**config.mk**
```make
export PLATFORM = sky130hd
export DESIGN_NAME = fp_addsub_issue
export DESIGN_NICKNAME = d
export VERILOG_FILES = /design/src/rtl/fp_addsub_issue.sv
export SDC_FILE = /design/constraint.sdc
export NUM_CORES = 1
export LEC_CHECK = 0
export BUFFER_PORTS_ARGS = -buffer_cell sky130_fd_sc_hd__buf_2
export CAP_MARGIN = 20
export CORE_MARGIN = 2
export CORE_UTILIZATION = 47
export DETAILED_ROUTE_END_ITERATION = 7
export GPL_TIMING_DRIVEN = 0
export PLACE_DENSITY = 0.77
export SETUP_SLACK_MARGIN = 0.05
export SLEW_MARGIN = 20
export SYNTH_ARGS = -nofsm -noshare
export SYNTH_HDL_FRONTEND = slang
export SYNTH_SLANG_ARGS = --single-unit
```
**constraint.sdc**
```tcl
create_clock -name clk -period 2.3 [get_ports clk]
set_input_delay 0.115 -clock clk [delete_from_list [all_inputs] [get_ports clk]]
set_output_delay 0.115 -clock clk [all_outputs]
set_load 0.02 [all_outputs]
```
**src/rtl/fp_addsub_issue.sv**
```systemverilog
// fp_addsub_issue: issue/capture wrapper around an external combinational FP32 adder.
// Latches one A+B or A-B request, folds the subtraction into operand B's sign,
// resolves NaN/Inf operands locally, and otherwise waits SETTLE_CYCLES for the
// adder before capturing its result. Only one operation is in flight at a time.
//
// Ports:
//   clk, rst_n             clock, asynchronous active-low reset
//   in_valid/in_ready      request handshake (ready only while idle)
//   in_a, in_b, in_op      FP32 operands, op 0 = A+B, 1 = A-B
//   add_a, add_b           operands presented to the external adder (B sign-adjusted)
//   add_out                external adder result
//   out_valid/out_ready    result handshake
//   out_result, out_flags  FP32 result and {nan, inf, zero}
//   busy                   high whenever an operation is in progress
module fp_addsub_issue #(
    parameter int unsigned SETTLE_CYCLES = 1
) (
    input  logic        clk,
    input  logic        rst_n,
    input  logic        in_valid,
    output logic        in_ready,
    input  logic [31:0] in_a,
    input  logic [31:0] in_b,
    input  logic        in_op,
    output logic [31:0] add_a,
    output logic [31:0] add_b,
    input  logic [31:0] add_out,
    output logic        out_valid,
    input  logic        out_ready,
    output logic [31:0] out_result,
    output logic [2:0]  out_flags,
    output logic        busy
);

    if (SETTLE_CYCLES < 1 || SETTLE_CYCLES > 15) begin : g_bad_settle
        $error("SETTLE_CYCLES must be in 1..15");
    end

    localparam logic [3:0]  SettleInit = 4'(SETTLE_CYCLES);
    localparam logic [31:0] QuietNan   = 32'h7FC0_0000;

    typedef enum logic [1:0] {
        StIdle,
        StSettle,
        StDone
    } state_e;

    state_e      state_q, state_d;
    logic [3:0]  cnt_q, cnt_d;
    logic [31:0] opa_q, opa_d;
    logic [31:0] opb_q, opb_d;
    logic [31:0] result_q, result_d;
    logic [2:0]  flags_q, flags_d;

    // Effective B operand: subtraction is a sign flip on B.
    logic [31:0] opb_in;
    logic        a_nan, a_inf, b_nan, b_inf;
    logic        add_nan, add_inf, add_zero;

    always_comb begin
        opb_in = {in_b[31] ^ in_op, in_b[30:0]};

        a_nan = (in_a[30:23] == 8'hFF) && (in_a[22:0] != 23'd0);
        a_inf = (in_a[30:23] == 8'hFF) && (in_a[22:0] == 23'd0);
        b_nan = (opb_in[30:23] == 8'hFF) && (opb_in[22:0] != 23'd0);
        b_inf = (opb_in[30:23] == 8'hFF) && (opb_in[22:0] == 23'd0);

        add_nan  = (add_out[30:23] == 8'hFF) && (add_out[22:0] != 23'd0);
        add_inf  = (add_out[30:23] == 8'hFF) && (add_out[22:0] == 23'd0);
        add_zero = (add_out[30:0] == 31'd0);
    end

    always_comb begin
        state_d  = state_q;
        cnt_d    = cnt_q;
        opa_d    = opa_q;
        opb_d    = opb_q;
        result_d = result_q;
        flags_d  = flags_q;

        unique case (state_q)
            StIdle: begin
                if (in_valid) begin
                    opa_d = in_a;
                    opb_d = opb_in;
                    if (a_nan || b_nan || (a_inf && b_inf && (in_a[31] != opb_in[31]))) begin
                        result_d = QuietNan;
                        flags_d  = 3'b100;
                        state_d  = StDone;
                    end else if (a_inf || b_inf) begin
                        // Equal-signed Inf+Inf takes A, which matches B anyway.
                        result_d = a_inf ? in_a : opb_in;
                        flags_d  = 3'b010;
                        state_d  = StDone;
                    end else begin
                        cnt_d   = SettleInit;
                        state_d = StSettle;
                    end
                end
            end
            StSettle: begin
                cnt_d = cnt_q - 4'd1;
                if (cnt_q == 4'd1) begin
                    result_d = add_out;
                    flags_d  = {add_nan, add_inf, add_zero};
                    state_d  = StDone;
                end
            end
            StDone: begin
                if (out_ready) begin
                    state_d = StIdle;
                end
            end
            default: begin
                state_d = StIdle;
            end
        endcase
    end

    always_ff @(posedge clk or negedge rst_n) begin
        if (!rst_n) begin
            state_q  <= StIdle;
            cnt_q    <= 4'd0;
            opa_q    <= 32'd0;
            opb_q    <= 32'd0;
            result_q <= 32'd0;
            flags_q  <= 3'd0;
        end else begin
            state_q  <= state_d;
            cnt_q    <= cnt_d;
            opa_q    <= opa_d;
            opb_q    <= opb_d;
            result_q <= result_d;
            flags_q  <= flags_d;
        end
    end

    always_comb begin
        in_ready   = (state_q == StIdle);
        out_valid  = (state_q == StDone);
        busy       = (state_q != StIdle);
        add_a      = opa_q;
        add_b      = opb_q;
        out_result = result_q;
        out_flags  = flags_q;
    end

endmodule

```
==> metrics.md <==
| Metric | Value |
|---|---|
| Beginning of the worst register-to-register path | `state_q[1]` |
| CP Max Fanout | `2` |
| Crit-path max cell delay | `between 0.5 and 0.6 ns` |
| Vias | `3921` |
| Final setup violation count | `0` |
| Top delay family on crit path | `simple AND/OR/NAND/NOR gates` |
| Worst path cell trace | `dlygate4sd3_1, buf_2, nor4_1, nand4_1, nor4_2, mux2_1, o21ai_1, mux2_2` |
| Seq/Total Area, Yosys | `59.5%` |
| Status | `finished clean` |
| Worst slew pin tran | `slightly below 0.6 ns` |
| Hold Crit Start | `add_out[19]` |
| Final core occ | `67.8%` |
| Max Freq | `slightly below 500 MHz` |
| DR WL/cell | `approximately 16 um` |
| Clock root buffer | `clkbuf_8` |
| Power, Total | `between 0.008 and 0.009 W` |
| Initial core utilization | `approximately half` |
| P_leak | `3.05 nW` |
| Total negative slack | `0 ns` |
| Worst EP required | `2.59 ns` |
| Initial antenna violation count | `0` |
| Die Area | `just over 10000 um2` |
| Die height | `101 um` |
| Layout area overhead | `41.3%` |
| Hold Path Depth | `3` |
| Final instance area | `about 6200 um2` |
| Worst Setup End Kind | `register` |
| I/O Pins | `203` |
| Clock transition at path regs | `0.10 ns` |
| #FFs+latches synth | `approximately 110` |
| # nets final | `around 730` |
| HP Class | `input pin to register` |
| Crit-path slowest cell | `dlygate4sd3_1` |
| Worst path buffer plus inverter count | `2` |
| DP Area | `roughly 5600 um2` |
| Post-CTS sizing | `0` |
| Final Cycle Share | `about nine tenths` |
| Die width | `between 100 and 150 um` |
| Sink Count | `105` |
| Ant diodes | `0` |
| Post-CTS Repair Setup Buffers | `0` |
| Power Density | `between 1000 and 1500 nW/um2` |
| Row Count | `35` |
| Post-route DRC | `0` |
| Post-Synthesis Net Count | `about 480` |
| Max IR drop VDD | `813 uV` |
| Final Wtd Congestion | `0.885` |
| Max-cap violations | `0` |
| Synthesized area | `between 4000 and 5000 um2` |
| First-pass GRT wire length | `19.0 mm` |
| CTS H-tree lvls | `3` |
| GRT Residual Overflow | `0` |
| FF-to-FF End | `add_a[7]` |
| Setup Skew | `0.0108 ns` |
| Core area | `9200 um2` |
| WHS Endpoint | `out_result[19]` |
| Final WS setup | `roughly 0.22 ns` |
| CTS tree | `done` |
| Worst reg2reg setup slack | `0.43 ns` |
| CTS Buffer Depth | `2` |
| Worst slack, placed | `~0.45 ns` |
| Headroom to the max-slew limit | `between 50% and 60%` |
| Post-route minimum period | `2.08 ns` |
| R2R cell count | `7` |
| Fin. max-slew vios | `0` |
| Average cell area after synthesis | `roughly 12 um2` |
| Routed Antenna Nets | `0` |
| # hold bufs at CTS | `35` |
| Final Hold Violating Endpoints | `0` |
| Drt total wl | `12.3 mm` |
| Ys Warns | `0` |
| RSZ-0062 raised after global routing | `no` |
| Layout cells sized above 1 | `47.0%` |
| Clk_lat worst skew | `approximately 0.35 ns` |
| Critical path class | `input pin to register` |
| Vias/cell | `between 5 and 6` |
| IO Port Bufs | `slightly above 200` |
| Synth unique cells | `36` |
| Dpl hpwl | `around 8.9 mm` |
| Mapped Cells | `~370` |
| 1st-iter DRT viols | `between 60 and 70` |
| CTS buffer count | `9` |
| Drt first pass iters | `4` |
| Largest net degree at the start of global routing | `slightly below 60` |
| Vias in the first global route | `between 3000 and 4000` |
| Worst setup SP type | `input pin` |
| CP arrival | `2.37 ns` |
| All-layer global routing usage | `23.8%` |
[layout by cell type, fill, tap and decap left out, drive strengths merged]
| cell | Yosys | routed |
|---|---|---|
| a211oi | 1 | 1 |
| a21o | 3 | 3 |
| a21oi | 4 | 4 |
| a31oi | 1 | 1 |
| and2 | 1 | 1 |
| and2b | 1 | 1 |
| buf | 9 | 212 |
| clkbuf | 10 | 21 |
| clkinv | 0 | 2 |
| clkinvlp | 0 | 1 |
| dfrtp | 105 | 105 |
| dlygate4sd3 | 0 | 44 |
| ha | 2 | 2 |
| inv | 6 | 8 |
| mux2 | 65 | 65 |
| mux2i | 1 | 1 |
| nand2 | 63 | 63 |
| nand3 | 1 | 1 |
| nand4 | 10 | 10 |
| nor2 | 17 | 17 |
| nor3 | 7 | 7 |
| nor4 | 17 | 17 |
| o211ai | 1 | 1 |
| o21ai | 38 | 38 |
| o22ai | 1 | 1 |
| o2bb2ai | 3 | 3 |
| o311ai | 1 | 1 |
| or2 | 1 | 1 |
| or2b | 1 | 1 |
| or3 | 1 | 1 |
| xnor2 | 2 | 2 |
[registers in the layout, summed over array words and instances, names as in the netlist]
name / count
out_result: 32
state_q: 2
out_flags: 3
add_b: 32
cnt_q: 4
add_a: 32
[cell type report]
| cell class | count | area, um2 |
|---|---|---|
| plain buffers | 19 | 114 |
| clock buffers | 11 | 151 |
| clock inverters | 5 | 47.5 |
| fillers | 707 | 2960 |
| inverters | 6 | 22.5 |
| multi-input cells | 243 | 1650 |
| flip-flops and latches | 105 | 2630 |
| well taps | 111 | 139 |
| repair buffers | 247 | 1490 |
[cells by family (layout without fill, tap and decap cells)]
logic type / count (synthesis) / count (layout) / synth area share, %
compound gates: 53 / 53 / 6.69
xor+xnor: 2 / 2 / 0.567
fa+ha+maj: 2 / 2 / 0.567
buf+inv: 25 / 288 / 3.09
flops: 105 / 105 / 59.5
mux: 66 / 66 / 16.8
simple gates: 120 / 120 / 12.8
[cell usage after synthesis]
library cell,n,area share [%]
dfrtp_1,105,60
mux2_2,64,16
nand2_1,63,5.4
o21ai_0,37,4.2
nor2_1,17,1.4
nor4_1,15,2.1
clkbuf_1,9,0.77
nand4_1,9,1.3
nor3_1,7,0.79
buf_4,6,1.0
inv_1,6,0.51
a21oi_1,4,0.45
a21o_1,3,0.51
o2bb2ai_1,3,0.60
buf_2,2,0.23
ha_1,2,0.57
nor4_2,2,0.57
a211oi_1,1,0.17
a31oi_1,1,0.14
and2_1,1,0.14
and2b_2,1,0.20
buf_6,1,0.26
clkbuf_8,1,0.31
mux2_1,1,0.26
mux2i_1,1,0.23
nand3_1,1,0.11
nand4_2,1,0.28
o211ai_1,1,0.17
o21ai_1,1,0.11
o22ai_1,1,0.14
o311ai_1,1,0.20
or2_1,1,0.14
or2b_2,1,0.20
or3_1,1,0.14
xnor2_1,1,0.20
xnor2_2,1,0.37
[report_power, final]
part	internal, W	switching (W)	leakage [nW]
registers	0.00271	0.000455	1.28
logic	0.00168	0.00249	1.68
clock network	0.000473	0.000657	0.0996
total	0.00486	0.00360	3.05
[tightest hold or removal path: stages]
cell,delay (ns)
buf_2,0.11
nand2_1,0.04
o21ai_0,0.06
[routing by layer]
metal / vias to the layer above / global-route usage (%) / part of all wire, %
met4: 0 / 6.34 / 1.5
li1: 1829 / - / -
met5: - / 0 / 0
met2: 168 / 40.6 / 50
met1: 1907 / 29.3 / 41
met3: 17 / 7.63 / 7.9
[through the flow]
| step | cells | hold WS, ns |
|---|---|---|
| final | 747 | 0.0119 |
| after global routing | 747 | -0.00227 |
| after CTS | 738 | 0.0000896 |
| after detailed placement | 687 | 0.0760 |
| after global placement | 686 | 0.315 |
| after floorplan | 373 | -0.181 |
[worst max path at each step]
stage	slack, ns	endpoint	cells past startpoint	start
2_1_floorplan	0.37	add_a[0]	7	state_q[1]
3_3_place_gp	0.009	add_a[18]	1	rst_n
3_5_place_dp	0.45	out_result[31]	7	in_b[30]
4_1_cts	0.30	out_result[31]	8	in_a[11]
5_1_grt	0.04	out_result[31]	8	in_b[30]
6_report	0.22	out_result[31]	8	in_a[16]
(Power assumes the default switching activity.)
